File: src/rtl/rgb_gray_pipeline.sv
// rgb_gray_pipeline: weighted RGB-to-luminance with gray / binary / inverted / bypass output modes.
// Latency: 3 cycles for every output; side-band and color outputs stay aligned with out_gray.
// Backpressure: none; one sample per cycle, in_valid = 0 samples flow through like any other.
module rgb_gray_pipeline #(
  parameter int DW      = 10,
  parameter int CW      = 10,
  parameter int COEF_R  = 306,
  parameter int COEF_G  = 601,
  parameter int COEF_B  = 117,
  parameter int THR_RST = 2 ** (DW - 1),
  localparam int CFGW   = (CW > DW) ? CW : DW
) (
  input  logic            clock,
  input  logic            reset_n,
  input  logic            in_valid,
  input  logic            in_visual,
  input  logic            in_done,
  input  logic [DW-1:0]   in_red,
  input  logic [DW-1:0]   in_green,
  input  logic [DW-1:0]   in_blue,
  input  logic            cfg_we,
  input  logic [2:0]      cfg_sel,
  input  logic [CFGW-1:0] cfg_data,
  output logic            out_valid,
  output logic            out_visual,
  output logic            out_done,
  output logic [DW-1:0]   out_red,
  output logic [DW-1:0]   out_green,
  output logic [DW-1:0]   out_blue,
  output logic [DW-1:0]   out_gray,
  output logic            out_sat
);

  // Product, sum and integer-luminance widths. The sum has two guard bits so
  // three full-scale products plus the rounding half can never wrap.
  localparam int PW = DW + CW;
  localparam int SW = DW + CW + 2;
  localparam int GW = SW - CW;

  localparam logic [DW-1:0] MAXV = {DW{1'b1}};
  localparam logic [SW-1:0] HALF = SW'(1) << (CW - 1);

  localparam logic [CW-1:0] RST_COEF_R = CW'(COEF_R);
  localparam logic [CW-1:0] RST_COEF_G = CW'(COEF_G);
  localparam logic [CW-1:0] RST_COEF_B = CW'(COEF_B);
  localparam logic [DW-1:0] RST_THR    = DW'(THR_RST);

  typedef enum logic [1:0] {
    MODE_GRAY = 2'd0,
    MODE_BIN  = 2'd1,
    MODE_INV  = 2'd2,
    MODE_BYP  = 2'd3
  } mode_t;

  // Everything that must ride alongside a sample: side-band strobes, the raw
  // colors, and the output settings captured when the sample entered.
  typedef struct packed {
    logic          valid;
    logic          visual;
    logic          done;
    logic [DW-1:0] red;
    logic [DW-1:0] green;
    logic [DW-1:0] blue;
    mode_t         mode;
    logic [DW-1:0] thr;
  } meta_t;

  // Shadow (written by cfg) and active (used by the datapath) settings.
  logic [CW-1:0] shd_coef_r, shd_coef_g, shd_coef_b;
  logic [DW-1:0] shd_thr;
  mode_t         shd_mode;
  logic [CW-1:0] act_coef_r, act_coef_g, act_coef_b;
  logic [DW-1:0] act_thr;
  mode_t         act_mode;

  // Shadow contents after this cycle's write; also what an end-of-frame
  // transfer copies, so a write coinciding with in_done lands in both.
  logic [CW-1:0] nxt_coef_r, nxt_coef_g, nxt_coef_b;
  logic [DW-1:0] nxt_thr;
  mode_t         nxt_mode;

  logic [PW-1:0] prod_r, prod_g, prod_b;
  meta_t         meta_in;

  logic [PW-1:0] s1_prod_r, s1_prod_g, s1_prod_b;
  meta_t         s1_meta;

  logic [SW-1:0] s2_sum;
  meta_t         s2_meta;

  logic [GW-1:0] g_full;
  logic          g_clip_flag;
  logic [DW-1:0] g_clip;
  logic [DW-1:0] gray_nxt;
  logic          sat_nxt;

  // Fractional bits of the sum only feed the rounding; they are dropped here.
  logic          unused_sum_lsbs;
  assign unused_sum_lsbs = ^s2_sum[CW-1:0];

  // Decode a configuration write into the next shadow values; sel 5-7 are no-ops.
  always_comb begin
    nxt_coef_r = shd_coef_r;
    nxt_coef_g = shd_coef_g;
    nxt_coef_b = shd_coef_b;
    nxt_thr    = shd_thr;
    nxt_mode   = shd_mode;
    if (cfg_we) begin
      case (cfg_sel)
        3'd0:    nxt_coef_r = cfg_data[CW-1:0];
        3'd1:    nxt_coef_g = cfg_data[CW-1:0];
        3'd2:    nxt_coef_b = cfg_data[CW-1:0];
        3'd3:    nxt_thr    = cfg_data[DW-1:0];
        3'd4:    nxt_mode   = mode_t'(cfg_data[1:0]);
        default: ;
      endcase
    end
  end

  // Shadow registers track every write; reset reloads the build-time defaults.
  always_ff @(posedge clock) begin
    if (!reset_n) begin
      shd_coef_r <= RST_COEF_R;
      shd_coef_g <= RST_COEF_G;
      shd_coef_b <= RST_COEF_B;
      shd_thr    <= RST_THR;
      shd_mode   <= MODE_GRAY;
    end else begin
      shd_coef_r <= nxt_coef_r;
      shd_coef_g <= nxt_coef_g;
      shd_coef_b <= nxt_coef_b;
      shd_thr    <= nxt_thr;
      shd_mode   <= nxt_mode;
    end
  end

  // Active registers change only at end of frame, so a frame never sees mixed settings.
  always_ff @(posedge clock) begin
    if (!reset_n) begin
      act_coef_r <= RST_COEF_R;
      act_coef_g <= RST_COEF_G;
      act_coef_b <= RST_COEF_B;
      act_thr    <= RST_THR;
      act_mode   <= MODE_GRAY;
    end else if (in_done) begin
      act_coef_r <= nxt_coef_r;
      act_coef_g <= nxt_coef_g;
      act_coef_b <= nxt_coef_b;
      act_thr    <= nxt_thr;
      act_mode   <= nxt_mode;
    end
  end

  // Stage 1 inputs: full-precision products and the side-band bundle.
  always_comb begin
    prod_r  = PW'(act_coef_r) * PW'(in_red);
    prod_g  = PW'(act_coef_g) * PW'(in_green);
    prod_b  = PW'(act_coef_b) * PW'(in_blue);
    meta_in = '{valid:  in_valid,
                visual: in_visual,
                done:   in_done,
                red:    in_red,
                green:  in_green,
                blue:   in_blue,
                mode:   act_mode,
                thr:    act_thr};
  end

  // Stage 1: register products and capture the settings this sample will use.
  always_ff @(posedge clock) begin
    if (!reset_n) begin
      s1_prod_r <= '0;
      s1_prod_g <= '0;
      s1_prod_b <= '0;
      s1_meta   <= '0;
    end else begin
      s1_prod_r <= prod_r;
      s1_prod_g <= prod_g;
      s1_prod_b <= prod_b;
      s1_meta   <= meta_in;
    end
  end

  // Stage 2: sum the products with a rounding half-LSB.
  always_ff @(posedge clock) begin
    if (!reset_n) begin
      s2_sum  <= '0;
      s2_meta <= '0;
    end else begin
      s2_sum  <= SW'(s1_prod_r) + SW'(s1_prod_g) + SW'(s1_prod_b) + HALF;
      s2_meta <= s1_meta;
    end
  end

  // Stage 3 logic: scale back to DW bits, clip, then apply the sample's own mode.
  always_comb begin
    g_full      = s2_sum[SW-1:CW];
    g_clip_flag = (g_full > GW'(MAXV));
    g_clip      = g_clip_flag ? MAXV : g_full[DW-1:0];
    gray_nxt    = g_clip;
    sat_nxt     = g_clip_flag;
    case (s2_meta.mode)
      MODE_GRAY: gray_nxt = g_clip;
      MODE_BIN:  gray_nxt = (g_clip >= s2_meta.thr) ? MAXV : '0;
      MODE_INV:  gray_nxt = MAXV - g_clip;
      MODE_BYP: begin
        gray_nxt = s2_meta.green;
        sat_nxt  = 1'b0;
      end
      default: ;
    endcase
  end

  // Stage 3: output registers, everything aligned to the same sample.
  always_ff @(posedge clock) begin
    if (!reset_n) begin
      out_valid  <= 1'b0;
      out_visual <= 1'b0;
      out_done   <= 1'b0;
      out_red    <= '0;
      out_green  <= '0;
      out_blue   <= '0;
      out_gray   <= '0;
      out_sat    <= 1'b0;
    end else begin
      out_valid  <= s2_meta.valid;
      out_visual <= s2_meta.visual;
      out_done   <= s2_meta.done;
      out_red    <= s2_meta.red;
      out_green  <= s2_meta.green;
      out_blue   <= s2_meta.blue;
      out_gray   <= gray_nxt;
      out_sat    <= sat_nxt;
    end
  end

endmodule
File: config.mk
export PLATFORM = sky130hd
export DESIGN_NAME = rgb_gray_pipeline
export DESIGN_NICKNAME = d
export VERILOG_FILES = /design/src/rtl/rgb_gray_pipeline.sv
export SDC_FILE = /design/constraint.sdc
export NUM_CORES = 1
export LEC_CHECK = 0
export ABC_AREA = 1
export CAP_MARGIN = 20
export CORE_ASPECT_RATIO = 1.5
export CORE_MARGIN = 2
export CORE_UTILIZATION = 50
export CTS_BUF_LIST = sky130_fd_sc_hd__clkbuf_16
export DETAILED_ROUTE_END_ITERATION = 7
export PLACE_DENSITY_LB_ADDON = 0.15
export SETUP_SLACK_MARGIN = 0.3
export SLEW_MARGIN = 20
export SYNTH_ARGS = -nofsm -noshare
export SYNTH_HDL_FRONTEND = slang
export SYNTH_SLANG_ARGS = --single-unit
File: constraint.sdc
create_clock -name clock -period 6.05 [get_ports clock]
set_input_delay 0.605 -clock clock [delete_from_list [all_inputs] [get_ports clock]]
set_output_delay 0.605 -clock clock [all_outputs]
set_load 0.01 [all_outputs]
==> impl_metrics.tcl <==
set metrics [dict create \
    clockBufferDepth 3 \
    stdcell_count 3353 \
    grtUsageTotal_pct 25.16 \
    avgSynthCellArea_um2 7.770 \
    path_common_cell "fa_1" \
    slew_violations 0 \
    antenna_found_initial 0 \
    port_buffers 92 \
    cp_slowest_cell "dfxtp_1" \
    fmax_mhz 198.6 \
    num_antenna_cells 0 \
    switching_share_pct 47.11 \
    whs_ps 394.4 \
    yosysTopAreaCell "dfxtp_1" \
    rsz0062_at_grt "false" \
    grt_max_degree 163 \
    vias 16620 \
    crit_cells 18 \
    fillerInstances 4050 \
    p_sw_uw 4502 \
    r2r_slack_ps 1010 \
    grt-ovfl-total 0 \
    cp.required_ps 6500 \
    clkLatencyLatePin_ps 580 \
    timing.setup.tns_ps 0 \
    firstDrtPassIters 5 \
    pwr_density_cell_nw_per_um2 407.6 \
    p_int_uw 5055 \
    dp_slack_ps 575.0 \
    synth_nets 3186 \
    nets 3236 \
    route.detailed.drc 0 \
    ys_ff_latch 290 \
    pwr-share-comb_pct 58.6 \
    critPathMaxStageDelay_ps 780 \
    p_leak_uw 0.01411 \
    skew_ps 38.18 \
    critPathLaunchType "flop" \
    die_y_um 255.8 \
    cp_max_fo 11 \
    first_global_vias 17230 \
    seqPwrFrac_pct 24.4 \
    wirelength_um 53020 \
    fin_ws_ps 1014 \
    die_width_um 171.9 \
    min_path_type "input port to flop" \
    critPathCapture "s1_prod_g[15]$_SDFF_PN0_" \
    ys_types 34 \
    ctsRootBufferMaster "clkbuf_16" \
    wire_per_inst_um 15.81 \
    finalCritPeriodShare_pct 83.24 \
    max_cap_violations 0 \
    drt-initial-drc-count 1022 \
    place_congestion 0.9212 \
    outcome "finished clean" \
    rows 92 \
    reg2regPathDepth 18 \
    cts_resized 0 \
    cts_hold_buf 0 \
    period_minus_slack_ps 5036 \
    ios 93 \
    reg2reg_from "act_coef_g[8]$_SDFFE_PN0P_" \
    clkPwrFrac_pct 17.0 \
    path_clk_slew_ps 70 \
    ir_drop_mv 0.2460 \
    slew_headroom_pct 39.16 \
    path_buf_inv 4 \
    syn_area_um2 21130 \
    cts.htree.levels 1 \
    final_cell_mix "678 x nand2_1, 633 x inv_1, 290 x dfxtp_1" \
    timing.rr.end "s1_prod_g[15]$_SDFF_PN0_" \
    clock-sinks 290 \
    yosys_warnings 0 \
    post_route_cells_drive_above_1_share_pct 3.370 \
    area_growth_pct 10.95 \
    finalHoldViolations 0 \
    die-area_um2 43960 \
    start_util_pct 50.44 \
    coreArea_um2 41900 \
    cts_setup_buffers 0 \
    drt.antenna.violating_nets 0 \
    grt_pass1_wl_um 87600 \
    cp.arrival_ps 5490 \
    synth_top_area_share_pct 27.47 \
    cts_tree "built" \
    path_class "flop to flop" \
    synth_area_leaders "dfxtp_1 27%, fa_1 19%, ha_1 13%" \
    drt-vias-per-instance 4.957 \
    cp_top_family "adder cells" \
    fin_util_pct 55.96 \
    dpl.hpwl_um 42790 \
    cts_buffers 28 \
    ys_seq_area_share_pct 27.47 \
    dp.cells 3304 \
    netlist_instances 2720 \
    path_cells "nand2_1, fa_1, inv_1, fa_1, fa_1, fa_1, inv_1, fa_1, inv_1, ha_1, nand2_1, inv_1, a21boi_0, nor2_1, nor2_1, nand3_1, nand2_1, nor2_1" \
    setup_viol 0 \
    final_common_cell "nand2_1" \
    cp-startpoint "act_coef_g[8]$_SDFFE_PN0P_" \
    worst_pin_slew_ps 911.6 \
    end_kind "flop" \
]
## worst min path at each step
| stage | startpoint | to | slack, ps | cells after the start |
|---|---|---|---|---|
| 2_1_floorplan | s2_meta[12]$_SDFF_PN0_ | out_blue[0]$_SDFF_PN0_ | 390 | 2 |
| 3_3_place_gp | s1_meta[20]$_SDFF_PN0_ | s2_meta[20]$_SDFF_PN0_ | 390 | 2 |
| 3_5_place_dp | s2_meta[36]$_SDFF_PN0_ | out_red[4]$_SDFF_PN0_ | 400 | 2 |
| 4_1_cts | s1_meta[12]$_SDFF_PN0_ | s2_meta[12]$_SDFF_PN0_ | 390 | 2 |
| 5_1_grt | reset_n | shd_coef_r[8]$_SDFF_PN1_ | 410 | 2 |
| 6_report | reset_n | shd_coef_r[1]$_SDFF_PN1_ | 390 | 2 |
## registers in the layout (all words and copies together) (netlist names), 12 cells and up
register,count
s1_prod_r,20
s1_meta,45
s2_sum,12
s1_prod_b,20
s2_meta,45
s1_prod_g,20
## layout make-up
cell class                 count  area (µm²)  share of cell area [%]
multi-input combinational   1696       12550                   53.51
sequential                   290        5806                   24.76
inverter                     629        2361                   10.07
timing repair buffer         125        1182                   5.043
tap                          564       705.7                   3.010
clock buffer                  28       700.7                   2.988
clock inverter                21       145.1                  0.6190
## power by group through the flow
| stage | registers (µW) | clock network (µW) | logic [µW] |
|---|---|---|---|
| global route | 2350 | 1740 | 6490 |
| floorplan | 2290 | 0 | 4150 |
| global placement | 2380 | 0 | 5550 |
| finish | 2330 | 1630 | 5600 |
| detailed placement | 2390 | 0 | 5570 |
| CTS | 2340 | 1660 | 5630 |
## cell usage after synthesis, drive strengths merged
| master | n |
|---|---|
| nand3 | 59 |
| buf | 25 |
| xnor2 | 4 |
| mux2i | 42 |
| inv | 628 |
| o21bai | 7 |
| fa | 205 |
| nand2 | 680 |
| clkinv | 1 |
| a21boi | 1 |
| o21a | 10 |
| a21oi | 155 |
| and2 | 1 |
| a21o | 8 |
| clkbuf | 80 |
| nand4 | 13 |
| nor2 | 159 |
| o31ai | 3 |
| xor2 | 3 |
| or2 | 10 |
| o21ai | 97 |
| o211ai | 17 |
| nor3 | 7 |
| dfxtp | 290 |
| nand3b | 3 |
| ha | 212 |
## stage by stage
step	cell area, µm²	total power, µW
2_1_floorplan	21130	6440
3_3_place_gp	22600	7934
3_5_place_dp	22600	7953
4_1_cts	23450	9639
5_1_grt	23450	10580
6_report	23450	9557
## cell families after synthesis
family	after synthesis	synth area share [%]
xor+xnor	7	0.2901
mux	42	1.989
compound gates	298	7.779
buf+inv	734	13.16
flops	290	27.47
simple gates	932	17.34
fa+ha+maj	417	31.97
## layer usage
metal	track usage, %	up-vias	part of all wire, %
met5	0	-	0
met4	8.147	0	3.2
met3	1.856	94	3.5
met2	47.14	389	53
met1	30.01	7874	40
li1	-	8265	-
Note: power is estimated with default switching activity, not from simulation.
